File: src/rtl/pipe_ctrl_pkg.sv
// Shared types and helpers for the pipeline stall/flush controller.
package pipe_ctrl_pkg;

    typedef enum logic [1:0] {
        RUN     = 2'b00,
        MEMWAIT = 2'b01,
        DRAIN   = 2'b10,
        HALTED  = 2'b11
    } state_e;

    localparam int STALL_CNT_W = 16;

    // Saturating increment: the stall counter sticks at all-ones instead of wrapping.
    function automatic logic [STALL_CNT_W-1:0] satInc(input logic [STALL_CNT_W-1:0] v);
        return (v == '1) ? v : v + STALL_CNT_W'(1);
    endfunction

endpackage

File: src/rtl/load_use_detect.sv
// Combinational load-use hazard compare between the EX load and the ID instruction.
module load_use_detect
    import pipe_ctrl_pkg::*;
#(
    parameter int REG_BITS = 4
) (
    input  logic [REG_BITS-1:0] id_rs_i,
    input  logic [REG_BITS-1:0] id_rt_i,
    input  logic                id_use_rs_i,
    input  logic                id_use_rt_i,
    input  logic                ex_memread_i,
    input  logic [REG_BITS-1:0] ex_rd_i,
    output logic                lu_o
);

    // R0 is hardwired to zero, so a load targeting it never creates a dependency.
    assign lu_o = ex_memread_i && (ex_rd_i != '0) &&
                  ((id_use_rs_i && (id_rs_i == ex_rd_i)) ||
                   (id_use_rt_i && (id_rt_i == ex_rd_i)));

endmodule

File: src/rtl/pipe_ctrl.sv
// Central stall/flush controller: drives enables and flushes of every pipeline register.
module pipe_ctrl
    import pipe_ctrl_pkg::*;
#(
    parameter int REG_BITS     = 4,
    parameter int DRAIN_CYCLES = 3,
    parameter int MEM_TIMEOUT  = 255
) (
    input  logic                   clk,
    input  logic                   rst,
    input  logic [REG_BITS-1:0]    id_rs,
    input  logic [REG_BITS-1:0]    id_rt,
    input  logic                   id_use_rs,
    input  logic                   id_use_rt,
    input  logic                   ex_memread,
    input  logic [REG_BITS-1:0]    ex_rd,
    input  logic                   id_branch_taken,
    input  logic                   id_halt,
    input  logic                   mem_stall,
    output logic                   pc_en,
    output logic                   ifid_en,
    output logic                   idex_en,
    output logic                   exmem_en,
    output logic                   memwb_en,
    output logic                   ifid_flush,
    output logic                   idex_flush,
    output logic                   halt,
    output logic                   mem_err,
    output logic [STALL_CNT_W-1:0] stall_cnt
);

    localparam int WAIT_W  = $clog2(MEM_TIMEOUT + 1);
    localparam int DRAIN_W = $clog2(DRAIN_CYCLES + 1);
    localparam logic [WAIT_W-1:0]  WAIT_MAX   = WAIT_W'(MEM_TIMEOUT);
    localparam logic [DRAIN_W-1:0] DRAIN_LAST = DRAIN_W'(DRAIN_CYCLES - 1);

    state_e                 state_q, state_d;
    logic [DRAIN_W-1:0]     drain_cnt_q, drain_cnt_d;
    logic [WAIT_W-1:0]      wait_cnt_q, wait_cnt_d;
    logic                   mem_err_q, mem_err_d;
    logic [STALL_CNT_W-1:0] stall_cnt_q, stall_cnt_d;
    logic                   lu;

    load_use_detect #(.REG_BITS(REG_BITS)) u_lu (
        .id_rs_i      (id_rs),
        .id_rt_i      (id_rt),
        .id_use_rs_i  (id_use_rs),
        .id_use_rt_i  (id_use_rt),
        .ex_memread_i (ex_memread),
        .ex_rd_i      (ex_rd),
        .lu_o         (lu)
    );

    always_ff @(posedge clk or negedge rst) begin
        if (!rst) begin
            state_q     <= RUN;
            drain_cnt_q <= '0;
            wait_cnt_q  <= '0;
            mem_err_q   <= 1'b0;
            stall_cnt_q <= '0;
        end else begin
            state_q     <= state_d;
            drain_cnt_q <= drain_cnt_d;
            wait_cnt_q  <= wait_cnt_d;
            mem_err_q   <= mem_err_d;
            stall_cnt_q <= stall_cnt_d;
        end
    end

    // MEMWAIT behaves exactly like RUN once the memory is ready again, so both share one branch.
    always_comb begin
        pc_en       = 1'b1;
        ifid_en     = 1'b1;
        idex_en     = 1'b1;
        exmem_en    = 1'b1;
        memwb_en    = 1'b1;
        ifid_flush  = 1'b0;
        idex_flush  = 1'b0;
        halt        = 1'b0;
        state_d     = state_q;
        drain_cnt_d = drain_cnt_q;
        wait_cnt_d  = '0;
        mem_err_d   = mem_err_q;
        stall_cnt_d = stall_cnt_q;

        case (state_q)
            RUN, MEMWAIT: begin
                if (mem_stall) begin
                    pc_en      = 1'b0;
                    ifid_en    = 1'b0;
                    idex_en    = 1'b0;
                    exmem_en   = 1'b0;
                    memwb_en   = 1'b0;
                    state_d    = MEMWAIT;
                    wait_cnt_d = (wait_cnt_q == WAIT_MAX) ? wait_cnt_q : wait_cnt_q + WAIT_W'(1);
                end else if (lu) begin
                    pc_en      = 1'b0;
                    ifid_en    = 1'b0;
                    idex_flush = 1'b1;
                    state_d    = RUN;
                end else if (id_halt) begin
                    pc_en       = 1'b0;
                    ifid_flush  = 1'b1;
                    state_d     = DRAIN;
                    drain_cnt_d = '0;
                end else begin
                    ifid_flush = id_branch_taken;
                    state_d    = RUN;
                end
                if (!pc_en) begin
                    stall_cnt_d = satInc(stall_cnt_q);
                end
                if (wait_cnt_d == WAIT_MAX) begin
                    mem_err_d = 1'b1;
                end
            end
            DRAIN: begin
                pc_en      = 1'b0;
                ifid_en    = 1'b0;
                ifid_flush = 1'b1;
                idex_flush = 1'b1;
                if (mem_stall) begin
                    idex_en  = 1'b0;
                    exmem_en = 1'b0;
                    memwb_en = 1'b0;
                end else if (drain_cnt_q == DRAIN_LAST) begin
                    state_d = HALTED;
                end else begin
                    drain_cnt_d = drain_cnt_q + DRAIN_W'(1);
                end
            end
            HALTED: begin
                pc_en    = 1'b0;
                ifid_en  = 1'b0;
                idex_en  = 1'b0;
                exmem_en = 1'b0;
                memwb_en = 1'b0;
                halt     = 1'b1;
            end
            default: state_d = RUN;
        endcase

        // While reset is held the pipeline must free-run regardless of hazard inputs.
        if (!rst) begin
            pc_en      = 1'b1;
            ifid_en    = 1'b1;
            idex_en    = 1'b1;
            exmem_en   = 1'b1;
            memwb_en   = 1'b1;
            ifid_flush = 1'b0;
            idex_flush = 1'b0;
            halt       = 1'b0;
        end
    end

    assign mem_err   = mem_err_q;
    assign stall_cnt = stall_cnt_q;

endmodule

File: config.mk
export PLATFORM = sky130hd
export DESIGN_NAME = pipe_ctrl
export DESIGN_NICKNAME = d
export VERILOG_FILES = /design/src/rtl/pipe_ctrl_pkg.sv /design/src/rtl/load_use_detect.sv /design/src/rtl/pipe_ctrl.sv
export SDC_FILE = /design/constraint.sdc
export NUM_CORES = 1
export LEC_CHECK = 0
export ABC_CLOCK_PERIOD_IN_PS = 2900
export CAP_MARGIN = 30
export CORE_MARGIN = 2
export CORE_UTILIZATION = 49
export DETAILED_ROUTE_END_ITERATION = 16
export GPL_TIMING_DRIVEN = 0
export HOLD_SLACK_MARGIN = 0.05
export PLACE_DENSITY = 0.88
export SETUP_SLACK_MARGIN = 0.02
export SYNTH_ARGS = -nofsm -noshare
export SYNTH_HDL_FRONTEND = slang
export SYNTH_SLANG_ARGS = --single-unit
File: constraint.sdc
create_clock -name clk -period 2.9 [get_ports clk]
set_input_delay 0.58 -clock clk [delete_from_list [all_inputs] [get_ports clk]]
set_output_delay 0.58 -clock clk [all_outputs]
set_load 0.05 [all_outputs]
After elaboration in Yosys (flattened, before gate mapping)
Cells that the tools add are included.
Widths: inputs -> output; s select.
{"block": "op_classes", "reduce_logical": 15, "addsub": 3, "n_bitwise": 2, "mux": 40, "n_eq_ne": 15}
{"op": "$mux 8", "n": 4}
{"op": "$mux 2", "n": 10}
{"op": "$mux 1", "n": 19}
{"op": "$add 16x1->16 const B", "n": 1}
{"op": "$eq 16x16->1 const B", "n": 1}
{"op": "$eq 8x8->1 const B", "n": 2}
{"op": "$ne 2x2->1 const B", "n": 6}
{"op": "$pmux 1 s2", "n": 5}
{"op": "$add 8x1->8 const B", "n": 1}
{"op": "$eq 4x4->1", "n": 2}
{"op": "$pmux 2 s2", "n": 2}
{"op": "$eq 2x2->1 const B", "n": 3}
{"op": "$reduce_and 3->1", "n": 2}
{"op": "$reduce_and 6->1", "n": 1}
{"op": "$logic_and 1x1->1", "n": 4}
{"op": "$reduce_bool 4->1", "n": 1}
{"op": "$reduce_or 2->1", "n": 2}
{"op": "$reduce_or 3->1", "n": 1}
{"op": "$add 2x1->2 const B", "n": 1}
{"op": "$eq 2x1->1 const B", "n": 1}
{"op": "$logic_not 2->1", "n": 1}
{"op": "$not 1->1", "n": 2}
{"op": "$reduce_and 2->1", "n": 1}
{"op": "$reduce_bool 2->1", "n": 1}
{"op": "$logic_or 1x1->1", "n": 1}
{"block": "word_totals", "regBits": 29, "in_bits": 20, "output_inout_bits": 25}

Depth between registers and ports, before layout
{"block": "depth", "ltp_word": 9, "ltp_mapped": 8, "depth_no_buf": 7}

Hierarchy
A second synthesis with hierarchy kept.
{"block": "hier_totals", "cells_unflattened": 182, "hier_area_um2": 1801.7}
{"mod": "pipe_ctrl", "seq_area_each_um2": 725.7, "instances": 1, "cells_per_inst": 168, "area_per_inst_um2": 1697.9}
{"mod": "load_use_detect", "seq_area_each_um2": 0.0, "instances": 1, "cells_per_inst": 14, "area_per_inst_um2": 103.8}

Least setup slack after synthesis
Ideal clock, no wire load.
{"block": "synth_timing", "path_type": "input to output", "start": "input ex_rd[1]", "end": "output pc_en", "arrival_ns": 2.780, "t_required_ns": 2.320, "cell_stages": 5, "path_slack_ns": -0.460, "cell_sequence": "o41a_1 -> nand3_1 -> nor4_2 -> or4_4 -> o21ai_0"}
{"block": "synth_via", "elab_chain_cells": 9, "word_cells_on_any_way": 13}
{"element": "start: declaration", "line": "pipe_ctrl.sv:16", "rtl": "input logic [REG_BITS-1:0] ex_rd,"}
{"element": "$eq 4x4->1, on equally long branches", "line": "load_use_detect.sv:18, load_use_detect.sv:19"}
{"element": "$logic_and 1x1->1, on equally long branches", "line": "load_use_detect.sv:18, load_use_detect.sv:19"}
{"element": "$logic_or 1x1->1", "line": "load_use_detect.sv:18", "rtl": "((id_use_rs_i && (id_rs_i == ex_rd_i)) ||"}
{"element": "$logic_and 1x1->1 *", "line": "load_use_detect.sv:17", "rtl": "assign lu_o = ex_memread_i && (ex_rd_i != '0) &&"}
{"element": "$mux 1 *", "line": "pipe_ctrl.sv:96", "rtl": "end else if (lu) begin"}
{"element": "$mux 1 *", "line": "pipe_ctrl.sv:88", "rtl": "if (mem_stall) begin"}
{"element": "$mux 1 *", "line": "pipe_ctrl.sv:86", "rtl": "case (state_q)"}
{"element": "$pmux 1 s2 *", "line": "pipe_ctrl.sv:86"}
{"element": "$mux 1 *", "line": "pipe_ctrl.sv:144", "rtl": "if (!rst) begin"}
{"element": "end: declaration", "line": "pipe_ctrl.sv:20", "rtl": "output logic pc_en,"}
Every way passes the cells marked *; elsewhere a longest branch is shown, timed or not. The select of a mux whose other input is x is not followed.

Final worst setup path
{"block": "layout_timing", "start": "input id_rs[2]", "end": "output ifid_flush"}
{"block": "layout_via", "elab_chain_cells": 8}
{"element": "start: declaration", "line": "pipe_ctrl.sv:11", "rtl": "input logic [REG_BITS-1:0] id_rs,"}
{"element": "$eq 4x4->1", "line": "load_use_detect.sv:18"}
{"element": "$logic_and 1x1->1", "line": "load_use_detect.sv:18"}
{"element": "$logic_or 1x1->1", "line": "load_use_detect.sv:18"}
{"element": "$logic_and 1x1->1", "line": "load_use_detect.sv:17"}
{"element": "$mux 1", "line": "pipe_ctrl.sv:96"}
{"element": "$mux 1", "line": "pipe_ctrl.sv:88"}
{"element": "$pmux 1 s2", "line": "pipe_ctrl.sv:86"}
{"element": "$mux 1", "line": "pipe_ctrl.sv:144"}
{"element": "end: declaration", "line": "pipe_ctrl.sv:25", "rtl": "output logic ifid_flush,"}
Every way passes these cells.

==> impl_metrics.json <==
{
  "fin_hold_ws_ns": 0.2018,
  "syn_area_um2": 1749,
  "first_pass_iters": 4,
  "fp.dieH_um": 63.75,
  "io_pins": 45,
  "critPathRequiredTime_ns": 2.32,
  "grt_pass1_vias": 1541,
  "worstPathMaxFanout": 4,
  "finalHoldViolCount": 0,
  "gp_congestion": 0.8392,
  "setup_violations": 1,
  "comb_power_share_pct": 23.5,
  "synth_warnings": 0,
  "core_um2": 3390,
  "cp-startpoint": "id_rs[2]",
  "p_leak_nw": 0.9596,
  "io_buffers": 43,
  "stdcell_count": 283,
  "start_kind": "input port",
  "synth-seq-area-share_pct": 41.49,
  "period_share_pct": 100.6,
  "grt_pass1_wl_um": 6955,
  "tritoncts": "built",
  "synthDistinctLibCells": 44,
  "synth_edf_count": 0,
  "outcome": "finished, violations left",
  "start_util_pct": 51.61,
  "drcViolationCount": 0,
  "fp-row-count": 21,
  "fin_nets": 259,
  "dieArea_um2": 4063,
  "synth_cells": 181,
  "relSlewSlack_pct": 66.71,
  "seqPwrFrac_pct": 50.0,
  "worst-setup-path-type": "input port to output pin",
  "synthArstFlopShare_pct": 100.0,
  "worst_pin_slew_ns": 0.4957,
  "ys_ff_latch": 29,
  "cts_buffer_depth": 2,
  "rr_startpoint": "wait_cnt_q[0]$_DFF_PN0_",
  "cts-root-buf": "clkbuf_4",
  "dp.final_hpwl_um": 2900,
  "pwr-share-clk_pct": 26.5,
  "numCtsBuffers": 5,
  "violations": "negative setup slack",
  "drt-initial-drc-count": 77,
  "postRouteAntennaNets": 0,
  "syn_nets": 204,
  "h-tree-depth": 2,
  "cap_violations": 0,
  "seqCellArea_um2": 725.7,
  "grt_max_degree": 36,
  "dp.cells": 270,
  "vias": 1540,
  "p_switching_mw": 0.2881,
  "die_x_um": 63.75,
  "rsz0062_at_grt": "yes",
  "synthFlopType": "dfrtp_1",
  "path_cells": "clkdlybuf4s50_1, xor2_2, nor4_4, or4_4, o21ai_2, and2_4, buf_8",
  "drt-wirelength-per-cell_um": 14.28,
  "cp_slowest_cell": "or4_4",
  "drive_gt1_share_pct": 20.68,
  "worst_slack_ns": -0.01714,
  "vias_per_cell": 5.442,
  "arrival_ns": 2.34,
  "synth.avg_cell_area_um2": 9.664,
  "slew_violations": 0,
  "min_path_type": "input port to asynchronous set/reset pin",
  "antenna_found_initial": 0,
  "power.density_nw_per_um2": 369.3,
  "min_period_ns": 2.917,
  "r2r_cells": 8,
  "multi_input_area_um2": 1035,
  "gr-usage-all-layers_pct": 22.01,
  "pre_cts_ws_ns": -1.014,
  "clkSinkCount": 29,
  "path_clk_slew_ns": 0.10,
  "end_kind": "output pin",
  "wirelength_um": 4040,
  "internal-power_mw": 0.6041,
  "clkLatencyLatePin_ns": 0.34,
  "antenna_cells": 0,
  "grt-ovfl-total": 0,
  "fillers": 246,
  "swShare_pct": 32.29,
  "vdd_drop_max_mv": 0.2494,
  "fmax_mhz": 342.8,
  "synthToLayoutAreaGrowth_pct": 38.13,
  "crit_path_max_incr_delay_ns": 0.52,
  "clock_skew_ns": 0.01042
}
[final cells by class]
cell class | instances | area share, %
Tap cell | 46 | 2.382
Multi-Input combinational cell | 138 | 42.83
Sequential cell | 29 | 30.04
Buffer | 9 | 2.020
Clock buffer | 6 | 1.709
Inverter | 5 | 0.7768
Timing Repair Buffer | 48 | 19.83
Clock inverter | 2 | 0.4143
[flip-flops by register name (all words and copies together), names as in the netlist]
signal,count
stall_cnt,16
wait_cnt_q,8
drain_cnt_q,2
state_q,2
mem_err,1
[logic make-up (layout without fill, tap and decap cells)]
family,count (synthesis),in the layout,share of synthesized area (%)
AO/OA/AOI/OAI,28,28,11.23
XOR/XNOR,26,26,13.02
adder cells (fa/ha/maj),3,3,2.146
buffers and inverters,14,70,3.862
flip-flops,29,29,41.49
multiplexers,1,1,0.8581
AND/OR/NAND/NOR,80,80,27.40
[cell usage in the layout, fill, tap and decap left out, types with 5 or more instances in the layout]
cell,n
clkdlybuf4s50_1,30
a31oi_1,5
nand3_1,11
nor2_1,10
and3_1,5
inv_1,5
buf_4,8
clkbuf_4,6
xor2_2,6
xor2_1,16
dfrtp_1,29
clkbuf_1,7
nand2_1,23
[per-layer routing]
layer / GRT usage (%) / vias to the layer above / part of all wire [%]
li1: - / 748 / -
met3: 5.634 / 10 / 5.2
met2: 37.50 / 48 / 52
met1: 26.49 / 734 / 40
met4: 8.967 / 0 / 2.3
met5: 0 / - / 0
[power groups by stage]
| stage | Combinational, mW | Clock [mW] | Sequential [mW] |
|---|---|---|---|
| floorplan | 0.0796 | 0 | 0.481 |
| global placement | 0.186 | 0 | 0.452 |
| detailed placement | 0.194 | 0 | 0.453 |
| CTS | 0.202 | 0.236 | 0.446 |
| global route | 0.226 | 0.265 | 0.450 |
| finish | 0.210 | 0.236 | 0.446 |
[timing repair]
action / CTS / global route
endpoints found under the setup margin: 4 / 7
resized for setup: 58 / 13
hold buffers: 0 / 0
pin swaps: 7 / 6
setup buffers: 1 / 4
[cells in the mapped netlist, drive strengths merged, types with 2 or more instances]
| master | count | share of area (%) |
|---|---|---|
| dfrtp | 29 | 41 |
| nand2 | 23 | 4.9 |
| xor2 | 22 | 11 |
| nand3 | 13 | 3.7 |
| nor2 | 11 | 2.5 |
| nor4 | 7 | 4.1 |
| o21ai | 7 | 2.6 |
| clkbuf | 6 | 1.3 |
| nor3 | 6 | 2.9 |
| a31oi | 5 | 1.8 |
| and3 | 5 | 1.8 |
| inv | 5 | 1.1 |
| nor3b | 4 | 2.6 |
| o211ai | 4 | 1.7 |
| xnor2 | 4 | 2.0 |
| a21oi | 3 | 0.86 |
| buf | 3 | 1.5 |
| ha | 3 | 2.1 |
| a21boi | 2 | 0.86 |
| nand4 | 2 | 0.72 |
| nor4b | 2 | 1.4 |
| or3 | 2 | 0.72 |
| or4 | 2 | 1.1 |
[worst max-delay path: cells and delay by family]
kind	cells	cell delay, ns
and+or+nand+nor	3	0.76
buffers and inverters	2	0.65
xor gates and xnor gates	1	0.21
AOI/OAI and AO/OA	1	0.13
[per-stage QoR]
step / utilization (%) / area, um^2 / setup TNS, ns / total power, mW
floorplan: - / 1749 / -0.07914 / 0.5610
global placement: 66.00 / 2237 / -6.958 / 0.6381
CTS: 68.96 / 2337 / -0.01231 / 0.8833
detailed placement: 65.85 / 2232 / -3.438 / 0.6470
finish: 71.28 / 2416 / -0.01714 / 0.8922
global route: 71.28 / 2416 / -0.2006 / 0.9417
[worst paths after layout]
kind	slack [ns]	endpoint
setup / recovery	-0.02	ifid_flush
hold / removal	0.20	stall_cnt[15]$_DFFE_PN0P_
setup reg to reg	0.83	mem_err$_DFFE_PN0P_
hold reg to reg	0.48	mem_err$_DFFE_PN0P_
max in group asynchronous	2.37	stall_cnt[13]$_DFFE_PN0P_
min in group clk	0.48	mem_err$_DFFE_PN0P_
Power figures use the tool's default switching activity.
